<file path="src/rtl/reg_bank_w16_rd_pkg.sv">
// Shared definitions for the 16-bit register bank with buffered readback.
//   DEF_WIDTH / DEF_ADDR_W : default data and address widths
//   DEF_ERR_DATA           : data returned for an unmapped read
//   rsp_t                  : read response payload {data, addr, err}
package reg_bank_w16_rd_pkg;

    localparam int unsigned DEF_WIDTH  = 16;
    localparam int unsigned DEF_ADDR_W = 3;

    localparam logic [DEF_WIDTH-1:0] DEF_ERR_DATA = 16'hDEAD;

    typedef struct packed {
        logic [DEF_WIDTH-1:0]  data;
        logic [DEF_ADDR_W-1:0] addr;
        logic                  err;
    } rsp_t;

endpackage

</file>
<file path="src/rtl/reg_bank_w16_rd_rsp_fifo2.sv">
// Two-entry synchronous FIFO for read responses. Entry 0 is always the head,
// so the head outputs come straight from a register.
//   clk, rst     : clock, synchronous active-high reset
//   i_push       : write i_push_data (ignored when full)
//   i_push_data  : response to enqueue
//   i_pop        : remove head (ignored when empty)
//   o_head       : head entry (holds last value when empty)
//   o_valid      : FIFO not empty
//   o_ready      : FIFO not full
//   o_count      : occupancy 0..2
module reg_bank_w16_rd_rsp_fifo2
    import reg_bank_w16_rd_pkg::*;
(
    input  logic       clk,
    input  logic       rst,
    input  logic       i_push,
    input  rsp_t       i_push_data,
    input  logic       i_pop,
    output rsp_t       o_head,
    output logic       o_valid,
    output logic       o_ready,
    output logic [1:0] o_count
);

    rsp_t       r_mem0;
    rsp_t       r_mem1;
    logic [1:0] r_count;
    logic       r_valid;
    logic       r_ready;

    logic       w_push;
    logic       w_pop;
    rsp_t       w_mem0_nxt;
    rsp_t       w_mem1_nxt;
    logic [1:0] w_count_nxt;

    assign w_push = i_push & (r_count != 2'd2);
    assign w_pop  = i_pop  & (r_count != 2'd0);

    // Next occupancy and entry contents; a pop shifts entry 1 into the head.
    always_comb begin
        w_mem0_nxt  = r_mem0;
        w_mem1_nxt  = r_mem1;
        w_count_nxt = r_count;
        case ({w_push, w_pop})
            2'b10: begin
                w_count_nxt = r_count + 2'd1;
                if (r_count == 2'd0) begin
                    w_mem0_nxt = i_push_data;
                end else begin
                    w_mem1_nxt = i_push_data;
                end
            end
            2'b01: begin
                w_count_nxt = r_count - 2'd1;
                if (r_count == 2'd2) begin
                    w_mem0_nxt = r_mem1;
                end
            end
            2'b11: begin
                if (r_count == 2'd1) begin
                    w_mem0_nxt = i_push_data;
                end else begin
                    w_mem0_nxt = r_mem1;
                    w_mem1_nxt = i_push_data;
                end
            end
            default: begin
            end
        endcase
    end

    // State register; flags are registered from the next occupancy.
    always_ff @(posedge clk) begin
        if (rst) begin
            r_mem0  <= '0;
            r_mem1  <= '0;
            r_count <= 2'd0;
            r_valid <= 1'b0;
            r_ready <= 1'b1;
        end else begin
            r_mem0  <= w_mem0_nxt;
            r_mem1  <= w_mem1_nxt;
            r_count <= w_count_nxt;
            r_valid <= (w_count_nxt != 2'd0);
            r_ready <= (w_count_nxt != 2'd2);
        end
    end

    assign o_head  = r_mem0;
    assign o_valid = r_valid;
    assign o_ready = r_ready;
    assign o_count = r_count;

endmodule

</file>
<file path="src/rtl/reg_bank_w16_rd.sv">
// Register bank of NUM_REGS entries with a simple write port and a
// valid/ready read port whose responses pass through a 2-entry buffer.
//   clk, rst                      : clock, synchronous active-high reset
//   wr_en, wr_addr, wr_data       : write port (unmapped addresses ignored)
//   rd_req_valid/ready, rd_req_addr : read request handshake
//   rd_rsp_valid/ready            : read response handshake
//   rd_rsp_data/addr/err          : response payload (err = unmapped address)
module reg_bank_w16_rd
    import reg_bank_w16_rd_pkg::*;
#(
    parameter int unsigned        WIDTH    = DEF_WIDTH,
    parameter int unsigned        ADDR_W   = DEF_ADDR_W,
    parameter int unsigned        NUM_REGS = 6,
    parameter logic [WIDTH-1:0]   ERR_DATA = DEF_ERR_DATA
) (
    input  logic              clk,
    input  logic              rst,
    input  logic              wr_en,
    input  logic [ADDR_W-1:0] wr_addr,
    input  logic [WIDTH-1:0]  wr_data,
    input  logic              rd_req_valid,
    output logic              rd_req_ready,
    input  logic [ADDR_W-1:0] rd_req_addr,
    output logic              rd_rsp_valid,
    input  logic              rd_rsp_ready,
    output logic [WIDTH-1:0]  rd_rsp_data,
    output logic [ADDR_W-1:0] rd_rsp_addr,
    output logic              rd_rsp_err
);

    localparam logic [ADDR_W:0] NUM_REGS_W = (ADDR_W+1)'(NUM_REGS);

    logic [WIDTH-1:0] r_regs [NUM_REGS];

    logic             w_wr_mapped;
    logic             w_rd_mapped;
    logic             w_fire;
    logic             w_pop;
    logic             w_fifo_ready;
    logic             w_fifo_valid;
    logic [1:0]       w_fifo_count;
    rsp_t             w_rsp;
    rsp_t             w_head;

    assign w_wr_mapped = ({1'b0, wr_addr}     < NUM_REGS_W);
    assign w_rd_mapped = ({1'b0, rd_req_addr} < NUM_REGS_W);

    assign w_fire = rd_req_valid & w_fifo_ready;
    assign w_pop  = w_fifo_valid & rd_rsp_ready;

    // Response payload; a same-edge write to the read address wins.
    always_comb begin
        w_rsp      = '0;
        w_rsp.addr = rd_req_addr;
        if (!w_rd_mapped) begin
            w_rsp.data = ERR_DATA;
            w_rsp.err  = 1'b1;
        end else if (wr_en && (wr_addr == rd_req_addr)) begin
            w_rsp.data = wr_data;
        end else begin
            w_rsp.data = r_regs[rd_req_addr];
        end
    end

    // Register array; writes are independent of read backpressure.
    always_ff @(posedge clk) begin
        if (rst) begin
            for (int i = 0; i < int'(NUM_REGS); i++) begin
                r_regs[i] <= '0;
            end
        end else if (wr_en && w_wr_mapped) begin
            r_regs[wr_addr] <= wr_data;
        end
    end

    reg_bank_w16_rd_rsp_fifo2 u_rsp_fifo (
        .clk         (clk),
        .rst         (rst),
        .i_push      (w_fire),
        .i_push_data (w_rsp),
        .i_pop       (w_pop),
        .o_head      (w_head),
        .o_valid     (w_fifo_valid),
        .o_ready     (w_fifo_ready),
        .o_count     (w_fifo_count)
    );

    assign rd_req_ready = w_fifo_ready;
    assign rd_rsp_valid = w_fifo_valid;
    assign rd_rsp_data  = w_head.data;
    assign rd_rsp_addr  = w_head.addr;
    assign rd_rsp_err   = w_head.err;

    logic w_unused;
    assign w_unused = ^w_fifo_count;

endmodule

</file>
<file path="config.mk">
export PLATFORM = sky130hd
export DESIGN_NAME = reg_bank_w16_rd
export DESIGN_NICKNAME = d
export VERILOG_FILES = /design/src/rtl/reg_bank_w16_rd_pkg.sv /design/src/rtl/reg_bank_w16_rd_rsp_fifo2.sv /design/src/rtl/reg_bank_w16_rd.sv
export SDC_FILE = /design/constraint.sdc
export NUM_CORES = 1
export LEC_CHECK = 0
export ABC_AREA = 1
export BUFFER_PORTS_ARGS = -buffer_cell sky130_fd_sc_hd__buf_2
export CAP_MARGIN = 20
export CELL_PAD_IN_SITES_DETAIL_PLACEMENT = 1
export CELL_PAD_IN_SITES_GLOBAL_PLACEMENT = 1
export CORE_MARGIN = 5
export CORE_UTILIZATION = 45
export CTS_CLUSTER_SIZE = 12
export DETAILED_ROUTE_END_ITERATION = 8
export GPL_TIMING_DRIVEN = 0
export HOLD_SLACK_MARGIN = 0.15
export PLACE_DENSITY_LB_ADDON = 0.1
export SETUP_SLACK_MARGIN = 0.05
export SLEW_MARGIN = 5
export SYNTH_ARGS = -nofsm -noshare
export SYNTH_HDL_FRONTEND = slang
export SYNTH_HIERARCHICAL = 1
export SYNTH_SLANG_ARGS = --single-unit
</file>
<file path="constraint.sdc">
create_clock -name clk -period 6.9 [get_ports clk]
set_input_delay 1.38 -clock clk [delete_from_list [all_inputs] [get_ports clk]]
set_output_delay 1.38 -clock clk [all_outputs]
set_load 0.02 [all_outputs]
</file>
; Yosys cells after proc, flatten, opt, wreduce, memory -nomap -nowiden
; Memory sizes are Yosys's and may differ from the RTL's.
; Cells that the tools add are included.
[totals]
regBits = 44
latchBits = 0
ram_bits = 96
romBits = 0
in_bits = 27
output_inout_bits = 22
word_cells = 59
n_memories = 1
[memory_table]
columns = memory, depth, width, rd, rd_clocked_by_memory_dff, wr, line
row1 = r_regs, 6, 16, 1, 0, 6, reg_bank_w16_rd.sv:33  ; logic [WIDTH-1:0] r_regs [NUM_REGS];
[op_classes]
addsub = 2
n_mul = 0
div = 0
magnitude_cmp = 2
n_eq_ne = 12
shifts = 0
muxes = 19
bitwise = 4
n_reduce_logical = 10
[ops]
columns = op, count
row1 = 20-bit 2-to-1 mux, 5
row2 = 20-bit case mux with 3 select lines, 1
row3 = 16-bit 2-to-1 mux, 3
row4 = 20-bit case mux with 2 select lines, 1
row5 = 16-bit OR reduction, 1
row6 = "2-bit inequality test, second input constant", 4
row7 = 1-bit 2-to-1 mux, 7
row8 = "2-bit == test, second input constant", 3
row9 = "3-bit less-than comparator, second input constant", 2
row10 = 3-bit AND reduction, 2
row11 = 2-bit nonzero test, 3
row12 = 1-bit AND, 4
row13 = "2-bit by 1-bit == test with 1-bit output, second input constant", 2
row14 = "2-bit by 1-bit inequality test with 1-bit output, second input constant", 2
row15 = 2-bit case mux with 2 select lines, 1
row16 = 3-bit == test, 1
row17 = 3-bit 2-to-1 mux, 1
row18 = 3-bit nonzero test, 1
row19 = "2-bit by 1-bit adder with 2-bit output, second input constant", 1
row20 = 1-bit logical AND, 2
row21 = 2-bit logical NOT, 1
row22 = "2-bit by 1-bit subtractor with 2-bit output, second input constant", 1

; Depth between registers and ports, before layout
[logic_depth]
word_depth = 7
depth_mapped = 15
ltp_nobuf = 14

; Hierarchy
; The synthesis kept the hierarchy.
[by_module_without_submodules]
columns = module, instances, cells_each, area_per_inst_um2, seq_area_each_um2
row1 = reg_bank_w16_rd, 1, 554, 4844.6, 2882.8
row2 = reg_bank_w16_rd_rsp_fifo2, 1, 411, 2542.4, 880.8

; Worst setup path after synthesis
; Ideal clock, no wire load.
[synth_timing]
path_type = input to register
startpoint = input wr_addr[1]
endpoint = memory r_regs[4][0] in the netlist's numbering (enable)
setup_time_ns = 0.411
t_arrival_ns = 3.066
required_time_ns = 6.489
slack_ns = 3.423
path_stages = 6
path_buffers = 1
cell_sequence = buf_6 -> nand2_2 -> nand3_2 -> or2_4 -> nand2_1 -> o21ai_0
[synth_lines]
columns = item, line
row1 = "start, declared", reg_bank_w16_rd.sv:19  ; input logic [ADDR_W-1:0] wr_addr,
row2 = "end, declared", reg_bank_w16_rd.sv:33

==> impl_metrics.py <==
metrics = {
    "logic_synthesis": {
        "synth_top_family_by_area": "simple AND/OR/NAND/NOR gates",
        "yosysMostFrequentCell": "nand2_1",
        "yosys_register_bits": 140,
        "yosys.area.top_type": "edfxtp_1",
        "syn_area_per_cell_um2": 7.66,
        "synth_fa_ha_area_share_pct": 1.02,
        "synthTopCellsByArea": "edfxtp_1 39%, nand2_1 18%, dfxtp_1 12%",
        "synth-xor-area-share_pct": 0.220,
        "yosysWarnings": 6,
        "synthCells": 965,
        "synth_top_area_share_pct": 39.0,
        "yosys.cell_types.count": 27,
        "yosys.area_share.simple_pct": 34.0,
        "ys.flop_type": "edfxtp_1",
        "synth_common_cells": "359 x nand2_1, 148 x nor2_1, 104 x inv_1",
        "synth_edf_count": 96,
        "syn_area_mm2": 0.00739,
        "muxShareOfSynthArea_pct": 0,
        "yosysSeqAreaShare_pct": 50.9,
        "async_flop_share_pct": 0,
        "syn_nets": 998,
        "synth_compound_area_share_pct": 4.34,
    },
    "cts": {
        "clk_latency_ps": 420,
        "htree_levels": 4,
        "cts_hold_buf": 0,
        "post-cts-setup-buffers": 0,
        "cts_resized": 0,
        "cts_tree": "done",
        "cts_inserted_buffers": 17,
        "cts.reportedPaths.clkPinSlew_ps": 60,
        "ctsRootBufferMaster": "clkbuf_16",
        "clock-sinks": 140,
        "clock_path_buffers": 2,
    },
    "drt": {
        "viasPerCell": 5.01,
        "ant_nets": 0,
        "drt_iter0_markers": 371,
        "post_drt_wl_per_cell_um": 16.7,
        "drc_errors": 0,
        "wl_um": 21100,
        "drt_first_pass_iters": 5,
        "via_count": 6322,
    },
    "floorplan": {
        "boundaryPins": 49,
        "dieArea_mm2": 0.0191,
        "fp-row-count": 46,
        "fp.dieH_um": 138,
        "core_mm2": 0.0160,
        "start_util_pct": 46.2,
        "dieWidth_um": 138,
    },
    "sta": {
        "fin_crit_sh_pct": 46.2,
        "slew_viol_final": 0,
        "max_slew_margin_pct": 37.7,
        "skew_ps": 8.00,
        "setup_tns_ps": 0,
        "setup_ws_ps": 3710,
        "hold_ws_ps": 508,
        "hold_viol": 0,
        "rsz0062_at_grt": "false",
        "worst_pin_slew_ps": 935,
        "setup-violations-final": 0,
        "fmax_ghz": 0.314,
        "fin_crit_ps": 3190,
    },
    "setup_path": {
        "cp_slowest_cell": "nand2_1",
        "worst-path-stages": 7,
        "path_class": "primary input to flop",
        "r2r_cells": 9,
        "crit_arrival_ps": 3230,
        "worstSetupStartpointType": "primary input",
        "end_kind": "flop",
        "path_cells": "buf_2 > inv_2 > nand3_2 > inv_2 > nand3_1 > buf_2 > nand2_1",
        "cp_max_fo": 16,
        "crit_buf_inv": 4,
        "required_ps": 6950,
        "path_delay_family": "simple AND/OR/NAND/NOR gates",
        "slowest_delay_ps": 620,
    },
    "finish": {
        "utilization_pct": 52.9,
        "drive_gt1_share_pct": 15.2,
        "diodes": 0,
        "area_growth_pct": 14.6,
        "nFillCells": 2070,
        "fin_cells": 1261,
        "fin_nets": 1065,
    },
    "status": {
        "status": "completed",
    },
    "power": {
        "peakVddDrop_mv": 0.197,
        "powerDensity_mw_per_mm2": 316,
        "p_leak_nw": 4.02,
    },
    "global_routing": {
        "grt_max_degree": 17,
        "grt_overflow_total": 0,
        "track_usage_pct": 22.5,
        "grt_pass1_vias": 6474,
        "grt_pass1_wl_um": 34100,
        "antenna_found_initial": 0,
    },
    "job": {
        "max_cap_viol_count": 0,
    },
    "placement": {
        "placedCellCount": 1229,
        "hpwl_um": 16000,
        "place_congestion": 0.832,
        "post-place-ws_ps": 3280,
        "port_buffers": 47,
    },
    "hold_path": {
        "hold_path_depth": 2,
        "hp-class": "flop to flop",
    },
}
registers in the layout, indices dropped and copies added, names as in the netlist:
signal              flops
u_rsp_fifo/r_mem1      20
r_regs                 96
u_rsp_fifo/o_count      2
u_rsp_fifo/o_head      20
u_rsp_fifo/o_valid      1
u_rsp_fifo/o_ready      1
metrics by stage:
| step | total power, mW | cell area, µm² |
|---|---|---|
| after floorplan | 1.61 | 7390 |
| after global placement | 1.79 | 7890 |
| after detailed placement | 1.82 | 7910 |
| after CTS | 2.69 | 8470 |
| after global routing | 2.83 | 8470 |
| final | 2.67 | 8470 |
path summary, 6_finish.rpt:
path	start	end	slack, ps
worst min register to register	u_rsp_fifo/r_mem1[10]$_SDFFE_PP0P_	u_rsp_fifo/r_mem1[10]$_SDFFE_PP0P_	510
worst max register to register	u_rsp_fifo/o_count[0]$_SDFF_PP0_	u_rsp_fifo/o_head[19]$_SDFFE_PP0P_	4800
worst min-delay path	u_rsp_fifo/r_mem1[10]$_SDFFE_PP0P_	u_rsp_fifo/r_mem1[10]$_SDFFE_PP0P_	510
worst max-delay path	rst	r_regs[2][2]$_SDFFCE_PN0P_	3710
cell families after synthesis:
family                   after synthesis
XOR/XNOR                               1
AO/OA/AOI/OAI                         47
flip-flops                           140
adder cells (fa/ha/maj)                6
AND/OR/NAND/NOR                      613
buffers and inverters                158
final cells by class:
cell class | instances | area (µm²) | share of cell area [%]
inverters | 109 | 409 | 4.83
clock buffers | 19 | 433 | 5.11
well taps | 216 | 270 | 3.19
clock inverters | 13 | 121 | 1.43
repair buffers | 48 | 250 | 2.96
flip-flops and latches | 140 | 3760 | 44.5
plain buffers | 49 | 293 | 3.46
multi-input cells | 667 | 2930 | 34.6
metal layers:
metal	global-route usage [%]	part of all wire [%]	up-vias
li1	-	-	3154
met5	0	0	-
met2	38.7	49	132
met1	29.4	45	3004
met4	6.55	2.0	0
met3	3.69	4.0	32
cells in the final DEF (no fill, tap or decap), types with 3 or more instances in the layout:
cell type  instances
dfxtp_1           44
nand4_1           11
nand3_1           74
nor2_2             9
clkinv_4           6
inv_1            104
nor2_1           148
clkinv_2           3
buf_4              4
buf_2             68
o21ai_0            9
inv_2              5
clkbuf_16         17
a21oi_2           21
nand2_1          359
ha_1               6
nand2_4            3
clkbuf_1          17
o21ai_1           13
buf_6              9
edfxtp_1          96
where the power goes:
group	internal [mW]	switching (mW)
logic	0.237	0.483
registers	1.02	0.0618
clock network	0.497	0.367
tightest hold or removal path, cell delays in order (launching register included):
cell	delay [ps]
dfxtp_1	320
nor2_1	100
nor2_1	50
Note: power is estimated with default switching activity, not from simulation.
